===== src/rtl/reg_arb_pkg.sv =====
// Shared types and default sizing for the register-file write-port arbiter.
package reg_arb_pkg;

  typedef enum logic {
    IDLE  = 1'b0,
    WRITE = 1'b1
  } state_e;

  localparam int unsigned DEF_NREQ  = 3;
  localparam int unsigned DEF_NREG  = 8;
  localparam int unsigned DEF_AW    = 3;
  localparam int unsigned DEF_WIDTH = 16;

  // Width of a requester index; never zero so a single-requester build still elaborates.
  function automatic int unsigned ptr_width(input int unsigned n);
    return (n > 1) ? $clog2(n) : 1;
  endfunction

endpackage


===== src/rtl/rr_pick.sv =====
// Rotating priority encoder: first set bit of elig at or above ptr, wrapping modulo NREQ.
module rr_pick
  import reg_arb_pkg::*;
#(
  parameter int unsigned NREQ = DEF_NREQ,
  parameter int unsigned PW   = ptr_width(NREQ)
) (
  input  logic [NREQ-1:0] elig,
  input  logic [PW-1:0]   ptr,
  output logic [PW-1:0]   winner,
  output logic            valid
);

  int unsigned idx;

  always_comb begin
    winner = '0;
    valid  = 1'b0;
    idx    = 0;
    for (int unsigned k = 0; k < NREQ; k++) begin
      // ptr is always < NREQ, so one subtraction is enough to wrap.
      idx = int'(ptr) + k;
      if (idx >= NREQ) idx = idx - NREQ;
      if (!valid && elig[idx]) begin
        valid  = 1'b1;
        winner = PW'(idx);
      end
    end
  end

endmodule


===== src/rtl/reg_write_arbiter.sv =====
// Round-robin arbiter for the register-file write port; registered one-hot grant and write enable.
// Define ARB_FIXED_PRIO_EN for fixed lowest-index-first priority instead of round-robin.
module reg_write_arbiter
  import reg_arb_pkg::*;
#(
  parameter int unsigned NREQ  = DEF_NREQ,
  parameter int unsigned NREG  = DEF_NREG,
  parameter int unsigned AW    = DEF_AW,
  parameter int unsigned WIDTH = DEF_WIDTH
) (
  input  logic                  clock,
  input  logic                  reset,
  input  logic [NREQ-1:0]       req,
  input  logic [NREQ*AW-1:0]    req_addr,
  input  logic [NREQ*WIDTH-1:0] req_data,
  output logic [NREQ-1:0]       grant,
  output logic [NREG-1:0]       reg_write,
  output logic [WIDTH-1:0]      reg_data,
  output logic                  busy
);

  localparam int unsigned PW = ptr_width(NREQ);

  state_e            state_q, state_d;
  logic [PW-1:0]     ptr_q, ptr_d;
  logic [NREQ-1:0]   grant_q, grant_d;
  logic [NREG-1:0]   reg_write_q, reg_write_d;
  logic [WIDTH-1:0]  reg_data_q, reg_data_d;

  logic [NREQ-1:0]   elig;
  logic [PW-1:0]     pick_ptr;
  logic [PW-1:0]     win;
  logic              win_valid;
  logic [AW-1:0]     win_addr;
  logic [WIDTH-1:0]  win_data;

  // Last cycle's winner only sees its grant at this edge, so it sits out one round.
  assign elig = req & ~grant_q;

`ifdef ARB_FIXED_PRIO_EN
  assign pick_ptr = '0;
`else
  assign pick_ptr = ptr_q;
`endif

  rr_pick #(
    .NREQ (NREQ),
    .PW   (PW)
  ) u_pick (
    .elig   (elig),
    .ptr    (pick_ptr),
    .winner (win),
    .valid  (win_valid)
  );

  assign win_addr = req_addr[int'(win)*AW +: AW];
  assign win_data = req_data[int'(win)*WIDTH +: WIDTH];

  always_comb begin
    state_d     = IDLE;
    ptr_d       = ptr_q;
    grant_d     = '0;
    reg_write_d = '0;
    reg_data_d  = reg_data_q;

    unique case (state_q)
      IDLE:    state_d = win_valid ? WRITE : IDLE;
      WRITE:   state_d = win_valid ? WRITE : IDLE;
      default: state_d = IDLE;
    endcase

    if (win_valid) begin
      grant_d[win] = 1'b1;
      reg_data_d   = win_data;
      // Addresses beyond the bank decode to no enable; the request is still consumed.
      for (int unsigned j = 0; j < NREG; j++) begin
        reg_write_d[j] = (win_addr == AW'(j));
      end
`ifdef ARB_FIXED_PRIO_EN
      ptr_d = '0;
`else
      ptr_d = (int'(win) == NREQ - 1) ? '0 : win + PW'(1);
`endif
    end
  end

  always_ff @(posedge clock) begin
    if (reset) begin
      state_q     <= IDLE;
      ptr_q       <= '0;
      grant_q     <= '0;
      reg_write_q <= '0;
      reg_data_q  <= '0;
    end else begin
      state_q     <= state_d;
      ptr_q       <= ptr_d;
      grant_q     <= grant_d;
      reg_write_q <= reg_write_d;
      reg_data_q  <= reg_data_d;
    end
  end

  assign grant     = grant_q;
  assign reg_write = reg_write_q;
  assign reg_data  = reg_data_q;
  assign busy      = (state_q == WRITE);

endmodule


===== config.mk =====
export PLATFORM = sky130hd
export DESIGN_NAME = reg_write_arbiter
export DESIGN_NICKNAME = d
export VERILOG_FILES = /design/src/rtl/reg_arb_pkg.sv /design/src/rtl/rr_pick.sv /design/src/rtl/reg_write_arbiter.sv
export SDC_FILE = /design/constraint.sdc
export NUM_CORES = 1
export LEC_CHECK = 0
export CAP_MARGIN = 25
export CORE_ASPECT_RATIO = 0.7
export CORE_MARGIN = 2
export CORE_UTILIZATION = 43
export DETAILED_ROUTE_END_ITERATION = 16
export GPL_TIMING_DRIVEN = 0
export PLACE_DENSITY = 0.95
export RECOVER_POWER = 25
export SLEW_MARGIN = 10
export SYNTH_ARGS = -nofsm -noshare
export SYNTH_HDL_FRONTEND = slang
export SYNTH_HIERARCHICAL = 1
export SYNTH_SLANG_ARGS = --single-unit

===== constraint.sdc =====
create_clock -name clock -period 7.44 [get_ports clock]
set_clock_uncertainty 0.15 [all_clocks]
set_input_delay 1.488 -clock clock [delete_from_list [all_inputs] [get_ports clock]]
set_output_delay 1.488 -clock clock [all_outputs]
set_load 0.1 [all_outputs]

==> run_results.csv, run 1 <==
group,metric,value,unit
setup_path,r2r_slack,4500,ps
setup_path,timing.rr.start,"pick_ptr[0]",
place,dp_hpwl,3930,µm
yosys,yosysTopAreaCell,"dfxtp_1",
clock_network,hold_buffers,0,
run_status,outcome,"complete, no violations",
die,rows,19,
final_layout,diodes,0,
place,gp_congestion,0.738,
final_layout,fin_nets,342,
sta,worst_pin_slew,1010,ps
yosys,synth_compound_area_frac,0.181,
final_layout,syn_to_final_growth,58.1,%
yosys,synth_nets,247,
die,dieArea,0.00464,mm²
global_routing,antenna_found_initial,0,
yosys,synthAdderAreaFrac,0.0213,
setup_path,path_class,"in2reg",
yosys,yosysSeqAreaShare,0.341,
sta,rsz0062_at_grt,"no",
yosys,yosys.area_share.simple,0.238,
setup_path,critPathCapture,"reg_write[6]",
setup_path,worstPathArrival,4090,ps
clock_network,clk_latency,270,ps
yosys,avgSynthCellArea,9.69,µm²
yosys,ys_async_sr_fraction,0,
setup_path,startpoint_type,"input pin",
die,die_w,80.5,µm
final_layout,drive_gt1_frac,0.137,
clock_network,numCtsBuffers,5,
yosys,synth_edf_count,0,
setup_path,crit_path_end_kind,"flop",
clock_network,clock-sinks,30,
yosys,synthTopCellsByArea,"dfxtp_1, mux2i_1, a311oi_2",
sta,finalHoldViolations,0,
sta,setup_viol_count_final,0,
worst_hold_path,hold_class,"reg2reg",
detailed_routing,vias,1697,
global_routing,grt_pass1_vias,1661,
setup_path,required,7460,ps
clock_network,cts_max_level,2,
yosys,yosysMostFrequentCell,"dfxtp_1",
flow_run,maxCapViolations,0,
sta,fmax,245,MHz
yosys,yosys_most_used_dff,"dfxtp_1",
detailed_routing,wl_per_cell,14.8,µm
detailed_routing,via_per_inst,5.16,
yosys,yosysUniqueCellTypes,37,
detailed_routing,detail_route.first_pass.iterations,4,
place,port_buffers,88,
die,core_area,0.00392,mm²
global_routing,grt_usage,0.220,
clock_network,clk_pin_slew_worst_paths,70,ps
die,ios,90,
setup_path,cp_max_fo,7,
yosys,synth.cells.most_frequent,"dfxtp_1, mux2i_1, nor2_1",
final_layout,final_core_util,0.711,
setup_path,rr_worst_depth,9,
sta,fin_crit_sh,0.548,
setup_path,r2r-end,"reg_write[6]",
yosys,yosysTopAreaCellShare,0.341,
global_routing,grt_pass1_wl,7850,µm
die,start_util,0.449,
global_routing,grt.overflow.total,0,
detailed_routing,drt-initial-drc-count,91,
detailed_routing,ant_nets,0,
sta,slew_headroom,0.324,
clock_network,cts_tree,"done",
clock_network,clockBufferDepth,2,
yosys,synthMuxAreaShare,0.148,
detailed_routing,wl,4880,µm
clock_network,cts-root-buf,"clkbuf_8",
die,die_y,57.6,µm
yosys,yosys_warnings,6,
clock_network,cts.repair.resized,0,
sta,report.final.slew_viol_count,0,
yosys,synth_seq_cells,30,
clock_network,post_cts_buffers,0,
detailed_routing,drcViolationCount,0,
yosys,syn_inst,182,
yosys,netlist_area,0.00176,mm²
sta,fin_setup_tns,0,ps
yosys,synth_top_family_by_area,"simple AND/OR/NAND/NOR gates",
yosys,synthXorXnorAreaFrac,0,
sta,layout_min_cycle_time,4080,ps
setup_path,crit_start,"req[2]",
global_routing,grt_max_degree,11,
## per-stage QoR
stage	std cells	instance area, µm²	worst slack (ps)	hold WS [ps]
after floorplan	182	1760	3920	337
after global placement	322	2710	3210	318
after detailed placement	322	2710	3080	321
after CTS	329	2790	3370	333
after global routing	329	2790	3120	377
final	329	2790	3360	331
## placed cells by master (no fill, tap or decap), types with 2 or more instances in the layout
master,count
clkbuf_8,5
ha_1,3
o2bb2ai_1,2
o21ai_1,2
nor3b_1,2
buf_12,2
nand2_1,16
or2_1,14
clkinv_2,2
buf_2,6
nor2b_1,4
buf_4,2
nor4_1,4
dlygate4sd3_1,14
a2bb2oi_1,2
mux2i_1,26
nand3b_1,3
dfxtp_1,30
nor2_1,19
clkbuf_1,3
inv_1,5
nor3_1,6
a311oi_2,14
clkdlybuf4s50_1,74
## worst min path at each step
| stage | from | end | slack (ps) | cells past startpoint |
|---|---|---|---|---|
| 6_report | reg_data[11] | reg_data[11] | 330 | 2 |
| 5_1_grt | reg_data[4] | reg_data[4] | 380 | 2 |
| 4_1_cts | reg_data[11] | reg_data[11] | 330 | 2 |
| 3_3_place_gp | reg_data[11] | reg_data[11] | 320 | 2 |
| 2_1_floorplan | pick_ptr[1] | pick_ptr[1] | 340 | 2 |
| 3_5_place_dp | reg_data[11] | reg_data[11] | 320 | 2 |
## sequential cells by signal, indices dropped and copies added, names as in the netlist
signal     cells
reg_data      16
pick_ptr       2
busy           1
grant          3
reg_write      8
## cells by family (layout without fill, tap and decap cells)
| logic type | Yosys count | count (layout) |
|---|---|---|
| multiplexers | 26 | 26 |
| adder cells (fa/ha/maj) | 3 | 3 |
| flip-flops | 30 | 30 |
| AO/OA/AOI/OAI | 28 | 28 |
| buffers and inverters | 19 | 114 |
| AND/OR/NAND/NOR | 76 | 76 |
## cell type report
class / instances / area (µm²)
Clock buffer: 5 / 68.8
Fill cell: 323 / 1130
Multi-Input combinational cell: 133 / 1040
Timing Repair Buffer: 88 / 881
Clock inverter: 2 / 10.0
Sequential cell: 30 / 601
Buffer: 14 / 108
Tap cell: 52 / 65.1
Inverter: 5 / 18.8
## critical path: stages
cell and delay (ps):
clkdlybuf4s50_1 450, nor2b_1 300, mux2i_1 120, mux2i_1 370
nor3b_1 110, a211oi_1 280, buf_6 220, mux2i_1 270
o2bb2ai_1 170, nor4_1 310
## layer usage
layer / track usage / wire (µm)
met1: 0.277 / 2110
met2: 0.376 / 2330
met3: 0.0696 / 411
met4: 0.0412 / 30
met5: 0 / 0
Power of run 1 is not shown: default switching activity piles up to over one toggle a cycle in this logic, so the estimate is an artifact.
==> run 2, diff against run 1 <==
CORE_UTILIZATION = 36   (was 43)
PLACE_DENSITY = 0.88   (was 0.95)
clock period = 3.6 ns   (was 7.44 ns; I/O delays follow)
==> run 2 against run 1 <==
Routed wire length rose by 1.1%. Sequential share of layout area fell by 0.41 points. First-iteration DRC count fell by 36%. Register-to-register slack got worse by 3900 ps. Clock-buffer cell count rose by 1. Flip-flop and latch count did not move. Critical path type unchanged. Final cell count rose by 5.2%.
==> run_results.csv, run 2 (synthesized netlist as in run 1, its figures left out) <==
group,metric,value,unit
place,dp.cells,339,
final_layout,largest_reg_flops,16,
worst_hold_path,hold_class,"reg2reg",
run_status,outcome,"complete, no violations",
setup_path,critPathMostFrequentCell,"mux2i_1",
place,gp_congestion,0.716,
sta,report.final.slew_viol_count,0,
die,die_y,62.6,µm
clock_network,clockBufferDepth,2,
detailed_routing,via_per_inst,4.95,
detailed_routing,drcViolationCount,0,
clock_network,cts.repair.resized,0,
setup_path,required,3590,ps
global_routing,grt.busiest_layer,"met2",
clock_network,cts-root-buf,"clkbuf_8",
setup_path,worstPathArrival,3380,ps
global_routing,grt.overflow.total,0,
sta,setup_viol_count_final,0,
clock_network,clk_latency,270,ps
global_routing,use_met1,0.236,
setup_path,startpoint_type,"input pin",
final_layout,fin_nets,342,
sta,worst_pin_slew,999,ps
setup_path,crit_path_end_kind,"flop",
clock_network,clock-sinks,30,
setup_path,cp_max_fo,7,
clock_network,post_cts_buffers,0,
final_layout,layout_commonest_cell,"clkdlybuf4s50_1",
die,die_w,87.6,µm
die,start_util,0.371,
flow_run,maxCapViolations,0,
worst_hold_path,hold_depth,2,
setup_path,slowest_delay,450,ps
setup_path,path_cells,"clkdlybuf4s50_1 > nor2b_1 > mux2i_1 > mux2i_1 > nor3b_1 > a211oi_1 > buf_6 > mux2i_1 > a2bb2oi_1 > nor3_1",
clock_network,numCtsBuffers,5,
detailed_routing,wl_per_cell,14.3,µm
global_routing,grt_max_degree,11,
global_routing,grt_usage,0.179,
die,rows,21,
detailed_routing,wl,4940,µm
detailed_routing,detail_route.first_pass.iterations,4,
detailed_routing,ant_nets,0,
global_routing,grt_pass1_wl,7780,µm
final_layout,fin_cells,346,
sta,layout_min_cycle_time,3380,ps
setup_path,cp_slowest_cell,"clkdlybuf4s50_1",
sta,fmax,296,MHz
place,port_buffers,88,
global_routing,grtUsageMet3,0.0489,
clock_network,cts_max_level,2,
sta,rsz0062_at_grt,"no",
sta,finalHoldViolations,0,
setup_path,rr_worst_depth,9,
sta,fin_crit_sh,0.940,
sta,slew_headroom,0.332,
final_layout,diodes,0,
die,ios,90,
global_routing,grt_use_met2,0.292,
setup_path,path_class,"in2reg",
global_routing,grt_pass1_vias,1681,
clock_network,clk_pin_slew_worst_paths,70,ps
final_layout,syn_to_final_growth,61.2,%
detailed_routing,drt-initial-drc-count,58,
clock_network,cts_tree,"done",
global_routing,antenna_found_initial,0,
clock_network,hold_buffers,0,
final_layout,drive_gt1_frac,0.134,
place,dp_hpwl,3870,µm
die,dieArea,0.00548,mm²
detailed_routing,vias,1712,
final_layout,final_cell_mix,"clkdlybuf4s50_1, dfxtp_1, mux2i_1",
die,core_area,0.00476,mm²
## run 2: final timing paths
path / start / endpoint / slack, ps
worst min-delay path: reg_data[11] / reg_data[11] / 360
worst max-delay path: req[2] / reg_write[2] / 220
worst min register to register: reg_data[11] / reg_data[11] / 360
worst max register to register: pick_ptr[0] / reg_write[2] / 600
## run 2: routing by layer
metal,share of wire,up-vias,wire length (µm)
li1,-,838,-
met3,0.066,2,326
met5,0,-,0
met2,0.46,65,2290
met1,0.47,807,2300
met4,0.0028,0,14
## run 2: critical path: cells and delay by family
| family | cells | cell delay (ps) |
|---|---|---|
| multiplexers | 3 | 800 |
| buffers and inverters | 2 | 680 |
| AO/OA/AOI/OAI | 2 | 680 |
| AND/OR/NAND/NOR | 3 | 500 |
## run 2: layout make-up
cell class	count	area, µm²
fill	429	1910
multi-input combinational	133	1040
timing repair buffer	88	881
sequential	30	601
buffer	14	106
tap	69	86.3
clock buffer	6	82.6
clock inverter	1	30.0
inverter	5	18.8
## run 2: per-stage QoR
stage                     hold WS [ps]  setup WS, ps  utilization  instance area [µm²]  setup TNS, ps
after floorplan                    337           638            -                 1760              0
after global placement             326           139        0.574                 2730              0
after detailed placement           343         -25.0        0.574                 2730          -86.0
after CTS                          356           272        0.598                 2840              0
after global routing               385           110        0.597                 2840              0
final                              358           216        0.597                 2840              0
Power of run 2 is left out for the same reason.
==> run 3, diff against run 2 <==
CAP_MARGIN = 5   (was 25)
SKIP_LAST_GASP = 1   (was unset)
==> results of run 3 <==
Final layout, timing and power as in run 2 (identical DEF).
Power of run 3 is left out for the same reason.
